$ cat src/rtl/register_bank.sv
// Small arithmetic register bank: one operation per clock on bank[wr_addr],
// registered read-before-write port plus overflow and zero-result flags.
module register_bank #(
  parameter int DATA_WIDTH = 8,
  parameter int ADDR_WIDTH = 2,
  parameter bit SATURATE   = 1'b0
) (
  input  logic                  clk,
  input  logic                  rst,
  input  logic [3:0]            ctrl,
  input  logic [ADDR_WIDTH-1:0] wr_addr,
  input  logic [DATA_WIDTH-1:0] data_input,
  input  logic [ADDR_WIDTH-1:0] rd_addr,
  output logic [DATA_WIDTH-1:0] data_output,
  output logic                  ovf,
  output logic                  zero
);

  localparam int NUM_REGS = 2 ** ADDR_WIDTH;

  localparam logic [3:0] OP_CLR     = 4'd1;
  localparam logic [3:0] OP_LOAD    = 4'd2;
  localparam logic [3:0] OP_INCR    = 4'd3;
  localparam logic [3:0] OP_DECR    = 4'd4;
  localparam logic [3:0] OP_ADD     = 4'd5;
  localparam logic [3:0] OP_SUB     = 4'd6;
  localparam logic [3:0] OP_CLR_ALL = 4'd7;

  logic [DATA_WIDTH-1:0] bank_reg [NUM_REGS];

  logic [DATA_WIDTH-1:0] cur_val;
  logic [DATA_WIDTH-1:0] operand;
  logic [DATA_WIDTH:0]   sum_wide;
  logic [DATA_WIDTH:0]   diff_wide;
  logic [DATA_WIDTH-1:0] result_next;
  logic                  write_en;
  logic                  clr_all;
  logic                  active;
  logic                  ovf_next;
  logic [NUM_REGS-1:0]   sel;

  assign cur_val = bank_reg[wr_addr];

  // INCR/DECR reuse the ADD/SUB datapath with a constant operand of one.
  assign operand   = ((ctrl == OP_INCR) || (ctrl == OP_DECR)) ? DATA_WIDTH'(1) : data_input;
  assign sum_wide  = {1'b0, cur_val} + {1'b0, operand};
  assign diff_wide = {1'b0, cur_val} - {1'b0, operand};

  always_comb begin
    result_next = '0;
    write_en    = 1'b0;
    clr_all     = 1'b0;
    active      = 1'b1;
    ovf_next    = 1'b0;
    case (ctrl)
      OP_CLR: begin
        write_en    = 1'b1;
        result_next = '0;
      end
      OP_LOAD: begin
        write_en    = 1'b1;
        result_next = data_input;
      end
      OP_INCR, OP_ADD: begin
        write_en    = 1'b1;
        ovf_next    = sum_wide[DATA_WIDTH];
        result_next = (ovf_next && SATURATE) ? '1 : sum_wide[DATA_WIDTH-1:0];
      end
      OP_DECR, OP_SUB: begin
        write_en    = 1'b1;
        ovf_next    = diff_wide[DATA_WIDTH];
        result_next = (ovf_next && SATURATE) ? '0 : diff_wide[DATA_WIDTH-1:0];
      end
      OP_CLR_ALL: begin
        clr_all     = 1'b1;
        result_next = '0;
      end
      default: active = 1'b0;
    endcase
  end

  genvar gi;
  generate
    for (gi = 0; gi < NUM_REGS; gi++) begin : g_sel
      assign sel[gi] = write_en && (wr_addr == ADDR_WIDTH'(gi));
    end
  endgenerate

  always_ff @(posedge clk or posedge rst) begin
    if (rst) begin
      for (int i = 0; i < NUM_REGS; i++) bank_reg[i] <= '0;
    end else begin
      for (int i = 0; i < NUM_REGS; i++) begin
        if (clr_all)     bank_reg[i] <= '0;
        else if (sel[i]) bank_reg[i] <= result_next;
      end
    end
  end

  // Read samples the pre-write contents, so a same-address read lags one cycle.
  always_ff @(posedge clk or posedge rst) begin
    if (rst) begin
      data_output <= '0;
      ovf         <= 1'b0;
      zero        <= 1'b0;
    end else begin
      data_output <= bank_reg[rd_addr];
      ovf         <= ovf_next;
      if (active) zero <= (result_next == '0);
    end
  end

endmodule
$ cat config.mk
export PLATFORM = sky130hd
export DESIGN_NAME = register_bank
export DESIGN_NICKNAME = d
export VERILOG_FILES = /design/src/rtl/register_bank.sv
export SDC_FILE = /design/constraint.sdc
export NUM_CORES = 1
export LEC_CHECK = 0
export CAP_MARGIN = 10
export CORE_MARGIN = 2
export CORE_UTILIZATION = 45
export CTS_CLUSTER_SIZE = 20
export DETAILED_ROUTE_END_ITERATION = 6
export DONT_BUFFER_PORTS = 1
export PLACE_DENSITY = 0.66
export SYNTH_ARGS = -nofsm -noshare
export SYNTH_HDL_FRONTEND = slang
export SYNTH_SLANG_ARGS = --single-unit
$ cat constraint.sdc
create_clock -name clk -period 2.9 [get_ports clk]
set_input_delay 0.29 -clock clk [delete_from_list [all_inputs] [get_ports clk]]
set_output_delay 0.29 -clock clk [all_outputs]
set_load 0.1 [all_outputs]
==> impl_metrics.prom, run 1 <==
# TYPE chip_impl_metric gauge
chip_impl_info{name="status",value="finished with violations"} 1
chip_impl_info{name="violations",value="hold timing"} 1
chip_impl_metric{name="tritoncts_num_sinks",unit=""} 42
chip_impl_metric{name="grtUsageMet2",unit="%"} 34.9
chip_impl_metric{name="drt-initial-drc-count",unit=""} 164
chip_impl_metric{name="power",unit="mW"} 2.23
chip_impl_metric{name="leakagePower",unit="nW"} 1.56
chip_impl_metric{name="worst-endpoint-arrival",unit="ns"} 3.12
chip_impl_info{name="synth_top_family_by_area",value="compound AO/OA/AOI/OAI gates"} 1
chip_impl_info{name="cts_tree",value="yes"} 1
chip_impl_metric{name="maxCapViolCount",unit=""} 0
chip_impl_metric{name="antenna_nets_post_route",unit=""} 0
chip_impl_metric{name="post_route_cells_drive_above_1_share",unit="%"} 25.9
chip_impl_metric{name="place_congestion",unit=""} 0.838
chip_impl_info{name="terminus_of_the_critical_flop_to_flop_path",value="zero"} 1
chip_impl_metric{name="synth_register_bits",unit=""} 42
chip_impl_metric{name="rows",unit=""} 29
chip_impl_metric{name="cts_buffer_depth",unit=""} 2
chip_impl_metric{name="num-nets-final",unit=""} 360
chip_impl_metric{name="place_ws",unit="ns"} -0.178
chip_impl_metric{name="synthesis.area",unit="mm2"} 0.00294
chip_impl_info{name="worst_hold_path_type",value="primary input to async pin"} 1
chip_impl_info{name="timing.critical_path.to_type",value="flop"} 1
chip_impl_metric{name="nFillCells",unit=""} 561
chip_impl_metric{name="timing.max_slew.rel_slack",unit="%"} 36.5
chip_impl_info{name="ys_top_cells_by_count",value="42 x dfrtp_1, 35 x nand3_1, 23 x o21ai_0, 17 x ha_1, 17 x inv_1"} 1
chip_impl_info{name="startpoint_type",value="flop"} 1
chip_impl_metric{name="layout_setup_ws",unit="ns"} 0.0257
chip_impl_metric{name="async_flop_share",unit="%"} 100
chip_impl_metric{name="grt_first_pass_wirelength",unit="mm"} 12.3
chip_impl_metric{name="finish.utilization",unit="%"} 54.1
chip_impl_metric{name="number_of_top_level_pins",unit=""} 28
chip_impl_metric{name="seq_area_frac_synth",unit="%"} 35.7
chip_impl_metric{name="timing.clock.skew",unit="ns"} 0.00571
chip_impl_metric{name="synth_xor_area_share",unit="%"} 0.595
chip_impl_metric{name="ff2ff_setup_slack",unit="ns"} 0.03
chip_impl_metric{name="worst_r2r_path_depth",unit=""} 11
chip_impl_metric{name="vdd_ir_drop_max",unit="mV"} 0.415
chip_impl_metric{name="drt_drc_violations_left",unit=""} 0
chip_impl_metric{name="drv_slew",unit=""} 0
chip_impl_metric{name="fp.dieArea",unit="mm2"} 0.00720
chip_impl_metric{name="avgSynthCellArea",unit="um2"} 9.87
chip_impl_metric{name="maximum_number_of_pins_on_one_net_before_global_route_repair",unit=""} 43
chip_impl_metric{name="total_cts_buffers",unit=""} 5
chip_impl_metric{name="clkSlewWorstSetupHoldPaths",unit="ns"} 0.08
chip_impl_info{name="cts.root.buffer_cell",value="clkbuf_8"} 1
chip_impl_metric{name="io_buffer_count",unit=""} 0
chip_impl_metric{name="detail_route.wirelength",unit="mm"} 7.33
chip_impl_info{name="timing.rr.start",value="bank_reg[16]"} 1
chip_impl_metric{name="post-route-min-period",unit="ns"} 2.87
chip_impl_metric{name="die_height",unit="um"} 84.9
chip_impl_metric{name="largest_reg_flops",unit=""} 32
chip_impl_metric{name="worst_pin_slew",unit="ns"} 0.953
chip_impl_metric{name="cts-hold-fix-buffers",unit=""} 0
chip_impl_metric{name="grt_pass1_vias",unit=""} 2429
chip_impl_metric{name="fin_hold_ws",unit="ns"} -0.00373
chip_impl_info{name="post_synth_main_area_contributors",value="dfrtp_1 36%, mux4_2 12%, ha_1 7.2%, nand3_1 6.0%, o21ai_0 3.9%"} 1
chip_impl_metric{name="grtUsageTotal",unit="%"} 21.5
chip_impl_metric{name="htreeDepth",unit=""} 2
chip_impl_metric{name="synthAdderAreaFrac",unit="%"} 8.59
chip_impl_metric{name="critPathRequiredTime",unit="ns"} 3.14
chip_impl_metric{name="layout.cell_area.non_filler",unit="mm2"} 0.00343
chip_impl_info{name="yosys_most_used_dff",value="dfrtp_1"} 1
chip_impl_metric{name="layoutNonFillerInstCount",unit=""} 401
chip_impl_info{name="yosys.area.top_type",value="dfrtp_1"} 1
chip_impl_metric{name="post-place-cells",unit=""} 389
chip_impl_metric{name="avgRoutedWirePerCell",unit="um"} 18.3
chip_impl_metric{name="layout_worst_path_cycle_share",unit="%"} 99.1
chip_impl_metric{name="die_width",unit="um"} 84.9
chip_impl_metric{name="syn_warnings",unit=""} 0
chip_impl_metric{name="max_clk_rate",unit="MHz"} 348
chip_impl_metric{name="route.detailed.vias_per_inst",unit=""} 6.01
chip_impl_metric{name="placedInstanceArea",unit="mm2"} 0.00319
chip_impl_metric{name="synth_simple_gate_area_share",unit="%"} 18.0
chip_impl_metric{name="drtPass1Iterations",unit=""} 5
chip_impl_info{name="grt_setup_unrepaired",value="true"} 1
chip_impl_metric{name="post-synth-top-area-fraction",unit="%"} 35.7
chip_impl_metric{name="detailroute.via_count",unit=""} 2411
chip_impl_metric{name="core-area",unit="mm2"} 0.00635
chip_impl_metric{name="critPathMaxFanout",unit=""} 3
chip_impl_metric{name="power.density",unit="mW/mm2"} 649
chip_impl_metric{name="synth-edff-count",unit=""} 0
chip_impl_info{name="grt-busiest-layer",value="met2"} 1
chip_impl_metric{name="synth_mux_area_share",unit="%"} 13.3
chip_impl_metric{name="place.detailed.hpwl",unit="mm"} 5.32
chip_impl_metric{name="routing_usage_on_met1",unit="%"} 29.4
chip_impl_metric{name="finalHoldViolations",unit=""} 5
chip_impl_metric{name="post_synth_num_cell_types",unit=""} 54
chip_impl_metric{name="diodes",unit=""} 0
chip_impl_metric{name="insertion_delay",unit="ns"} 0.30
chip_impl_metric{name="setup_viol_count_final",unit=""} 0
chip_impl_metric{name="overflow",unit=""} 0
chip_impl_info{name="synthMostInstantiatedCell",value="dfrtp_1"} 1
chip_impl_info{name="criticalPathCategory",value="flop to flop"} 1
chip_impl_metric{name="syn-num-nets",unit=""} 335
chip_impl_metric{name="netlist_instances",unit=""} 298
chip_impl_metric{name="antenna_found_initial",unit=""} 0
chip_impl_metric{name="global_route.usage.met3",unit="%"} 2.72
chip_impl_metric{name="area_growth",unit="%"} 16.7
chip_impl_metric{name="start_util",unit="%"} 46.3
chip_impl_metric{name="compound_gate_fraction_of_synth_area",unit="%"} 18.2
==> how the worst max path moves through the flow <==
stage / slack [ns] / cells after the start / startpoint / end
2_1_floorplan: 0.03 / 9 / wr_addr[0] / bank_reg[23]
3_3_place_gp: -0.06 / 10 / bank_reg[21] / bank_reg[7]
3_5_place_dp: -0.18 / 11 / bank_reg[0] / bank_reg[6]
4_1_cts: -0.01 / 9 / bank_reg[25] / bank_reg[29]
5_1_grt: -0.09 / 11 / bank_reg[16] / bank_reg[6]
6_report: 0.03 / 11 / bank_reg[16] / zero
==> through the flow <==
step	hold slack (ns)	setup TNS, ns
CTS	0.0182	-0.0272
global placement	0.330	-0.331
detailed placement	0.341	-0.794
floorplan	0.481	0
global route	0.0492	-0.721
finish	-0.00373	0
==> routing by layer <==
layer	vias to the layer above	wire length, um
met5	-	0
met4	0	256
met3	16	331
met2	74	3540
met1	1165	3200
li1	1156	-
==> cells by family after synthesis <==
kind of cell	Yosys count
AND/OR/NAND/NOR	98
multiplexers	19
adder cells (fa/ha/maj)	19
AO/OA/AOI/OAI	81
XOR/XNOR	2
flip-flops	42
buffers and inverters	37
==> worst max-delay path, stage by stage, from the launching register on <==
cell and delay (ns):
dfrtp_1 0.39, mux4_2 0.50, inv_2 0.10, ha_4 0.13
inv_2 0.03, fa_2 0.37, a21o_1 0.21, a21o_1 0.19
a221o_1 0.38, a22oi_4 0.19, a21boi_2 0.18, a31o_1 0.15
==> power breakdown <==
group / switching, mW / internal [mW] / total (mW) / leakage [nW]
combinational: 0.399 / 0.416 / 0.815 / 0.940
sequential: 0.278 / 0.690 / 0.968 / 0.567
clock: 0.205 / 0.241 / 0.445 / 0.0575
total: 0.882 / 1.35 / 2.23 / 1.56
==> area by class of cell <==
cell class                 count  area (um2)  share of cell area [%]
clock buffer                   8         110                    3.21
sequential                    42        1050                    30.6
inverter                      17        63.8                    1.86
timing repair buffer          38         289                    8.42
multi-input combinational    219        1820                    53.1
tap                           77        96.3                    2.81
==> cells in the final DEF (no fill, tap or decap), types with 4 or more instances in the layout <==
master	count
dfrtp_1	42
buf_4	37
nand3_1	35
o21ai_0	19
o21ai_1	17
mux4_2	16
nand2_1	14
inv_1	14
ha_1	14
nor2_1	12
a21oi_1	9
clkbuf_8	8
nand2b_1	7
nor2b_1	5
a21o_1	5
and3_1	4
nor3_1	4
==> what timing repair did <==
item	CTS	global route
buffers inserted	0	4
pin swaps	0	8
resized for setup	9	15
cloned	0	0
endpoints found under the setup margin	10	19
Note: power is estimated with default switching activity, not from simulation.
==> inputs of run 2 (changes only) <==
--- a/config.mk
+++ b/config.mk
@@ -6,12 +6,15 @@
 export NUM_CORES = 1
 export LEC_CHECK = 0
 export CAP_MARGIN = 10
+export CELL_PAD_IN_SITES_DETAIL_PLACEMENT = 1
+export CELL_PAD_IN_SITES_GLOBAL_PLACEMENT = 1
 export CORE_MARGIN = 2
 export CORE_UTILIZATION = 45
 export CTS_CLUSTER_SIZE = 20
 export DETAILED_ROUTE_END_ITERATION = 6
 export DONT_BUFFER_PORTS = 1
-export PLACE_DENSITY = 0.66
+export HOLD_SLACK_MARGIN = 0.1
+export PLACE_DENSITY = 0.8
 export SYNTH_ARGS = -nofsm -noshare
 export SYNTH_HDL_FRONTEND = slang
 export SYNTH_SLANG_ARGS = --single-unit
==> run 2 against run 1 <==
The flow now finishes without violations. Worst setup slack gained 0.018 ns. Clock power up 3%. Largest power group unchanged. Clock skew rose by 0.0044 ns. Largest cell class unchanged.
==> impl_metrics.prom, run 2 (synthesized netlist as in run 1, its figures left out) <==
# TYPE chip_impl_metric gauge
chip_impl_metric{name="ff2ff_setup_slack",unit="ns"} 0.04
chip_impl_metric{name="tritoncts_num_sinks",unit=""} 42
chip_impl_info{name="startpoint_type",value="flop"} 1
chip_impl_metric{name="start_util",unit="%"} 46.3
chip_impl_metric{name="io_buffer_count",unit=""} 0
chip_impl_metric{name="power.density",unit="mW/mm2"} 656
chip_impl_metric{name="layoutNonFillerInstCount",unit=""} 403
chip_impl_metric{name="place.detailed.hpwl",unit="mm"} 5.89
chip_impl_metric{name="drv_slew",unit=""} 0
chip_impl_metric{name="power",unit="mW"} 2.29
chip_impl_metric{name="layout_setup_ws",unit="ns"} 0.0434
chip_impl_metric{name="fin_hold_ws",unit="ns"} 0.170
chip_impl_metric{name="fp.dieArea",unit="mm2"} 0.00720
chip_impl_metric{name="count_of_cells_along_the_worst_hold_path",unit=""} 1
chip_impl_metric{name="detail_route.wirelength",unit="mm"} 8.25
chip_impl_metric{name="rows",unit=""} 29
chip_impl_info{name="timing.critical_path.to_type",value="flop"} 1
chip_impl_info{name="most-common-layout-cells",value="42 x dfrtp_1, 39 x buf_4, 35 x nand3_1"} 1
chip_impl_metric{name="post_route_cells_drive_above_1_share",unit="%"} 27.0
chip_impl_metric{name="grt_first_pass_wirelength",unit="mm"} 13.3
chip_impl_metric{name="diodes",unit=""} 0
chip_impl_metric{name="drtPass1Iterations",unit=""} 4
chip_impl_metric{name="post-route-min-period",unit="ns"} 2.86
chip_impl_metric{name="maximum_number_of_pins_on_one_net_before_global_route_repair",unit=""} 43
chip_impl_info{name="criticalPathCategory",value="flop to flop"} 1
chip_impl_metric{name="avgRoutedWirePerCell",unit="um"} 20.5
chip_impl_metric{name="overflow",unit=""} 0
chip_impl_metric{name="nFillCells",unit=""} 713
chip_impl_metric{name="finalHoldViolations",unit=""} 0
chip_impl_metric{name="htreeDepth",unit=""} 2
chip_impl_metric{name="antenna_nets_post_route",unit=""} 0
chip_impl_metric{name="maxCapViolCount",unit=""} 0
chip_impl_metric{name="critPathMaxFanout",unit=""} 4
chip_impl_metric{name="route.detailed.vias_per_inst",unit=""} 6.16
chip_impl_metric{name="final-seq-area",unit="mm2"} 0.00105
chip_impl_metric{name="clkSlewWorstSetupHoldPaths",unit="ns"} 0.08
chip_impl_metric{name="setup_viol_count_final",unit=""} 0
chip_impl_metric{name="layout_worst_path_cycle_share",unit="%"} 98.5
chip_impl_info{name="cts.root.buffer_cell",value="clkbuf_8"} 1
chip_impl_metric{name="detailroute.via_count",unit=""} 2484
chip_impl_metric{name="largest_reg_flops",unit=""} 32
chip_impl_info{name="cts_tree",value="yes"} 1
chip_impl_metric{name="insertion_delay",unit="ns"} 0.30
chip_impl_metric{name="worst_r2r_path_depth",unit=""} 11
chip_impl_metric{name="timing.clock.skew",unit="ns"} 0.0101
chip_impl_metric{name="vdd_ir_drop_max",unit="mV"} 0.394
chip_impl_metric{name="die_height",unit="um"} 84.9
chip_impl_metric{name="die_width",unit="um"} 84.9
chip_impl_metric{name="drt-initial-drc-count",unit=""} 123
chip_impl_metric{name="place_ws",unit="ns"} -0.182
chip_impl_metric{name="finish.utilization",unit="%"} 54.9
chip_impl_metric{name="post-place-cells",unit=""} 389
chip_impl_metric{name="multiInputGateArea",unit="mm2"} 0.00187
chip_impl_metric{name="worst-endpoint-arrival",unit="ns"} 3.02
chip_impl_metric{name="core-area",unit="mm2"} 0.00635
chip_impl_metric{name="critPathRequiredTime",unit="ns"} 3.07
chip_impl_metric{name="grtUsageTotal",unit="%"} 23.6
chip_impl_info{name="status",value="completed"} 1
chip_impl_metric{name="timing.max_slew.rel_slack",unit="%"} 37.5
chip_impl_metric{name="cts_buffer_depth",unit=""} 2
chip_impl_info{name="worst_hold_path_type",value="primary input to flop"} 1
chip_impl_metric{name="max_clk_rate",unit="MHz"} 350
chip_impl_metric{name="place_congestion",unit=""} 0.868
chip_impl_metric{name="num-nets-final",unit=""} 362
chip_impl_metric{name="number_of_top_level_pins",unit=""} 28
chip_impl_metric{name="total_cts_buffers",unit=""} 5
chip_impl_metric{name="leakagePower",unit="nW"} 1.57
chip_impl_metric{name="drt_drc_violations_left",unit=""} 0
chip_impl_metric{name="area_growth",unit="%"} 18.6
chip_impl_metric{name="grt_pass1_vias",unit=""} 2611
chip_impl_metric{name="worst_pin_slew",unit="ns"} 0.938
chip_impl_info{name="layout.cells.most_common",value="dfrtp_1"} 1
chip_impl_metric{name="antenna_found_initial",unit=""} 0
chip_impl_info{name="grt_setup_unrepaired",value="true"} 1
[run 2: cell count changes in the layout (fill, tap and decap cells not counted), moves of 2 or more]
cell      before  now
o21ai_2        2    0
ha_2           0    2
ha_1          14   11
clkbuf_1       0    2
clkbuf_8       8    5
buf_4         37   39
[run 2: metal layers]
metal	global-route usage, %	wire length [um]
met5	0	0
met4	5.77	142
met3	3.89	310
met2	40.4	4170
met1	31.4	3630
[run 2: path summary, 6_finish.rpt]
path | startpoint | end
hold reg to reg | bank_reg[19] | bank_reg[19]
setup reg to reg | bank_reg[0] | bank_reg[30]
setup / recovery | bank_reg[0] | bank_reg[30]
hold / removal | rd_addr[1] | data_output[7]
max in group asynchronous | rst | data_output[5]
min in group asynchronous | rst | bank_reg[23]
[run 2: layout make-up]
class	instances	area share (%)
Timing Repair Buffer	40	8.68
Multi-Input combinational cell	219	53.6
Clock inverter	1	0.861
Clock buffer	7	2.19
Tap cell	77	2.76
Inverter	17	1.83
Sequential cell	42	30.1
[run 2: per-stage QoR]
| step | TNS [ns] | cell area (um2) |
|---|---|---|
| 6_report | 0 | 3490 |
| 2_1_floorplan | 0 | 2960 |
| 4_1_cts | -0.00212 | 3360 |
| 3_5_place_dp | -1.06 | 3190 |
| 5_1_grt | -0.550 | 3490 |
| 3_3_place_gp | -0.199 | 3190 |
[run 2: power breakdown]
part	total, mW	leakage (nW)	internal, mW	switching [mW]
logic	0.862	0.950	0.434	0.428
registers	0.968	0.567	0.690	0.278
clock network	0.459	0.0524	0.258	0.202
[run 2: worst max-delay path: stages (launching register included)]
cell and delay [ns]:
dfrtp_1 0.38, mux4_2 0.50, inv_2 0.11, ha_4 0.13, inv_2 0.04, fa_2 0.36, a21o_1 0.21, a221oi_2 0.30
mux2i_1 0.23, nand3_1 0.15, a21oi_2 0.22, o21ai_1 0.08
[run 2: timing repair]
action,4_1_cts,5_1_grt
pin swaps,3,8
endpoints found under the setup margin,13,19
hold buffers,1,0
endpoints found under the hold margin,42,0
buffers inserted,1,6
gates resized for setup,9,19
==> inputs of run 3 (changes only) <==
==> constraint.sdc (replaced) <==
create_clock -name clk -period 2.9 [get_ports clk]
set_input_delay 0.58 -clock clk [delete_from_list [all_inputs] [get_ports clk]]
set_output_delay 0.58 -clock clk [all_outputs]
set_load 0.1 [all_outputs]
==> run 3 against run 2 <==
The run now ends with setup timing left. First-iteration DRC count rose by 5.7%. Worst setup slack got worse by 0.045 ns. Clock-buffer cell count fell by 2. Register-to-register slack got worse by 0.05 ns. Highest routed layer unchanged. Sequential power rose by 1%. Clock power fell by 19%. Clock skew fell by 0.0010 ns. Die area did not move.
==> impl_metrics.prom, run 3 (synthesized netlist as in run 1, its figures left out) <==
# TYPE chip_impl_metric gauge
chip_impl_metric{name="die_height",unit="um"} 84.9
chip_impl_metric{name="worst-endpoint-arrival",unit="ns"} 3.07
chip_impl_metric{name="detail_route.wirelength",unit="mm"} 8.17
chip_impl_metric{name="place.detailed.hpwl",unit="mm"} 5.98
chip_impl_info{name="cts.root.buffer_cell",value="clkbuf_8"} 1
chip_impl_metric{name="detailroute.via_count",unit=""} 2444
chip_impl_info{name="most-common-layout-cells",value="42 x dfrtp_1, 35 x nand3_1, 28 x buf_4"} 1
chip_impl_info{name="timing.critical_path.to_type",value="flop"} 1
chip_impl_info{name="worst_hold_path_type",value="primary input to async pin"} 1
chip_impl_metric{name="diodes",unit=""} 0
chip_impl_metric{name="maxCapViolCount",unit=""} 0
chip_impl_info{name="criticalPathCategory",value="flop to flop"} 1
chip_impl_metric{name="critPathRequiredTime",unit="ns"} 3.07
chip_impl_metric{name="insertion_delay",unit="ns"} 0.30
chip_impl_metric{name="core-area",unit="mm2"} 0.00635
chip_impl_metric{name="area_growth",unit="%"} 14.1
chip_impl_metric{name="maximum_number_of_pins_on_one_net_before_global_route_repair",unit=""} 33
chip_impl_metric{name="total_cts_buffers",unit=""} 5
chip_impl_metric{name="layout_setup_ws",unit="ns"} -0.00159
chip_impl_metric{name="cts_buffer_depth",unit=""} 2
chip_impl_metric{name="avgRoutedWirePerCell",unit="um"} 20.9
chip_impl_metric{name="htreeDepth",unit=""} 2
chip_impl_metric{name="leakagePower",unit="nW"} 1.48
chip_impl_metric{name="layout_worst_path_cycle_share",unit="%"} 100
chip_impl_metric{name="multiInputGateArea",unit="mm2"} 0.00186
chip_impl_metric{name="die_width",unit="um"} 84.9
chip_impl_metric{name="final-seq-area",unit="mm2"} 0.00105
chip_impl_metric{name="overflow",unit=""} 0
chip_impl_metric{name="drv_slew",unit=""} 0
chip_impl_metric{name="grt_first_pass_wirelength",unit="mm"} 13.0
chip_impl_metric{name="rows",unit=""} 29
chip_impl_metric{name="critPathMaxFanout",unit=""} 4
chip_impl_metric{name="antenna_found_initial",unit=""} 0
chip_impl_metric{name="io_buffer_count",unit=""} 0
chip_impl_metric{name="setup_viol_count_final",unit=""} 1
chip_impl_metric{name="grtUsageTotal",unit="%"} 23.2
chip_impl_info{name="layout.cells.most_common",value="dfrtp_1"} 1
chip_impl_metric{name="power.density",unit="mW/mm2"} 643
chip_impl_metric{name="cts-hold-fix-buffers",unit=""} 0
chip_impl_metric{name="clkSlewWorstSetupHoldPaths",unit="ns"} 0.08
chip_impl_metric{name="largest_reg_flops",unit=""} 32
chip_impl_metric{name="post-route-min-period",unit="ns"} 2.90
chip_impl_metric{name="worst_pin_slew",unit="ns"} 0.959
chip_impl_metric{name="finish.utilization",unit="%"} 52.9
chip_impl_info{name="violations",value="setup timing"} 1
chip_impl_info{name="grt_setup_unrepaired",value="true"} 1
chip_impl_metric{name="start_util",unit="%"} 46.3
chip_impl_metric{name="finalHoldViolations",unit=""} 0
chip_impl_info{name="cts_tree",value="yes"} 1
chip_impl_metric{name="tritoncts_num_sinks",unit=""} 42
chip_impl_metric{name="place_ws",unit="ns"} -0.254
chip_impl_metric{name="fin_hold_ws",unit="ns"} 0.174
chip_impl_metric{name="power",unit="mW"} 2.16
chip_impl_metric{name="timing.clock.skew",unit="ns"} 0.00912
chip_impl_info{name="startpoint_type",value="flop"} 1
chip_impl_metric{name="fp.dieArea",unit="mm2"} 0.00720
chip_impl_metric{name="route.detailed.vias_per_inst",unit=""} 6.27
chip_impl_metric{name="max_clk_rate",unit="MHz"} 345
chip_impl_info{name="status",value="finished with violations"} 1
chip_impl_metric{name="antenna_nets_post_route",unit=""} 0
chip_impl_metric{name="num-nets-final",unit=""} 350
chip_impl_metric{name="drt-initial-drc-count",unit=""} 130
chip_impl_metric{name="post_route_cells_drive_above_1_share",unit="%"} 24.0
chip_impl_metric{name="nFillCells",unit=""} 708
chip_impl_metric{name="drtPass1Iterations",unit=""} 4
chip_impl_metric{name="grt_pass1_vias",unit=""} 2541
chip_impl_metric{name="drt_drc_violations_left",unit=""} 0
chip_impl_metric{name="number_of_top_level_pins",unit=""} 28
chip_impl_metric{name="vdd_ir_drop_max",unit="mV"} 0.434
chip_impl_metric{name="place_congestion",unit=""} 0.858
chip_impl_metric{name="timing.max_slew.rel_slack",unit="%"} 36.1
[run 3: repair_timing]
action,in CTS,in global routing
resized for setup,2,13
setup buffers,0,3
pin swaps,0,4
endpoints found under the setup margin,5,15
[run 3: area by class of cell]
cell class | instances | share of cell area, %
clock inverters | 2 | 0.298
well taps | 77 | 2.87
repair buffers | 28 | 6.26
clock buffers | 5 | 2.05
flip-flops and latches | 42 | 31.3
multi-input cells | 219 | 55.3
inverters | 17 | 1.90
[run 3: power by group]
group | switching, mW | internal, mW | total (mW)
sequential | 0.288 | 0.690 | 0.979
combinational | 0.411 | 0.401 | 0.811
clock | 0.208 | 0.162 | 0.370
[run 3: stage by stage]
stage	TNS (ns)	std cells	instance area, um2
finish	-0.00159	390	3360
global route	-0.611	390	3360
CTS	0	387	3280
detailed placement	-3.18	380	3200
global placement	-2.07	380	3200
floorplan	-0.492	298	3050
[run 3: critical path, cell delays in order (launching register included)]
cell and delay (ns):
dfrtp_1 0.40, mux4_2 0.53, inv_2 0.11, ha_4 0.13, inv_2 0.03, fa_2 0.35, a21o_1 0.21, a221oi_2 0.31
mux2i_1 0.25, nand3_1 0.14, a21oi_2 0.20, o21ai_1 0.11
[run 3: worst paths after layout]
check / startpoint / end / slack, ns / cells past startpoint
setup / recovery: bank_reg[0] / bank_reg[30] / -0.002 / 11
hold / removal: rst / data_output[5] / 0.17 / 1
setup reg to reg: bank_reg[0] / bank_reg[30] / -0.002 / 11
hold reg to reg: bank_reg[11] / bank_reg[11] / 0.53 / 2
max in group asynchronous: rst / bank_reg[1] / 2.03 / 2
min in group clk: rd_addr[1] / data_output[5] / 0.46 / 1
[run 3: metal layers]
metal  GRT usage [%]  part of all wire (%)  vias to the layer above
li1                -                     -                     1127
met5               0                     0                        -
met1            31.0                    44                     1247
met4            8.23                   2.7                        0
met3            4.28                   3.8                       12
met2            38.2                    50                       58
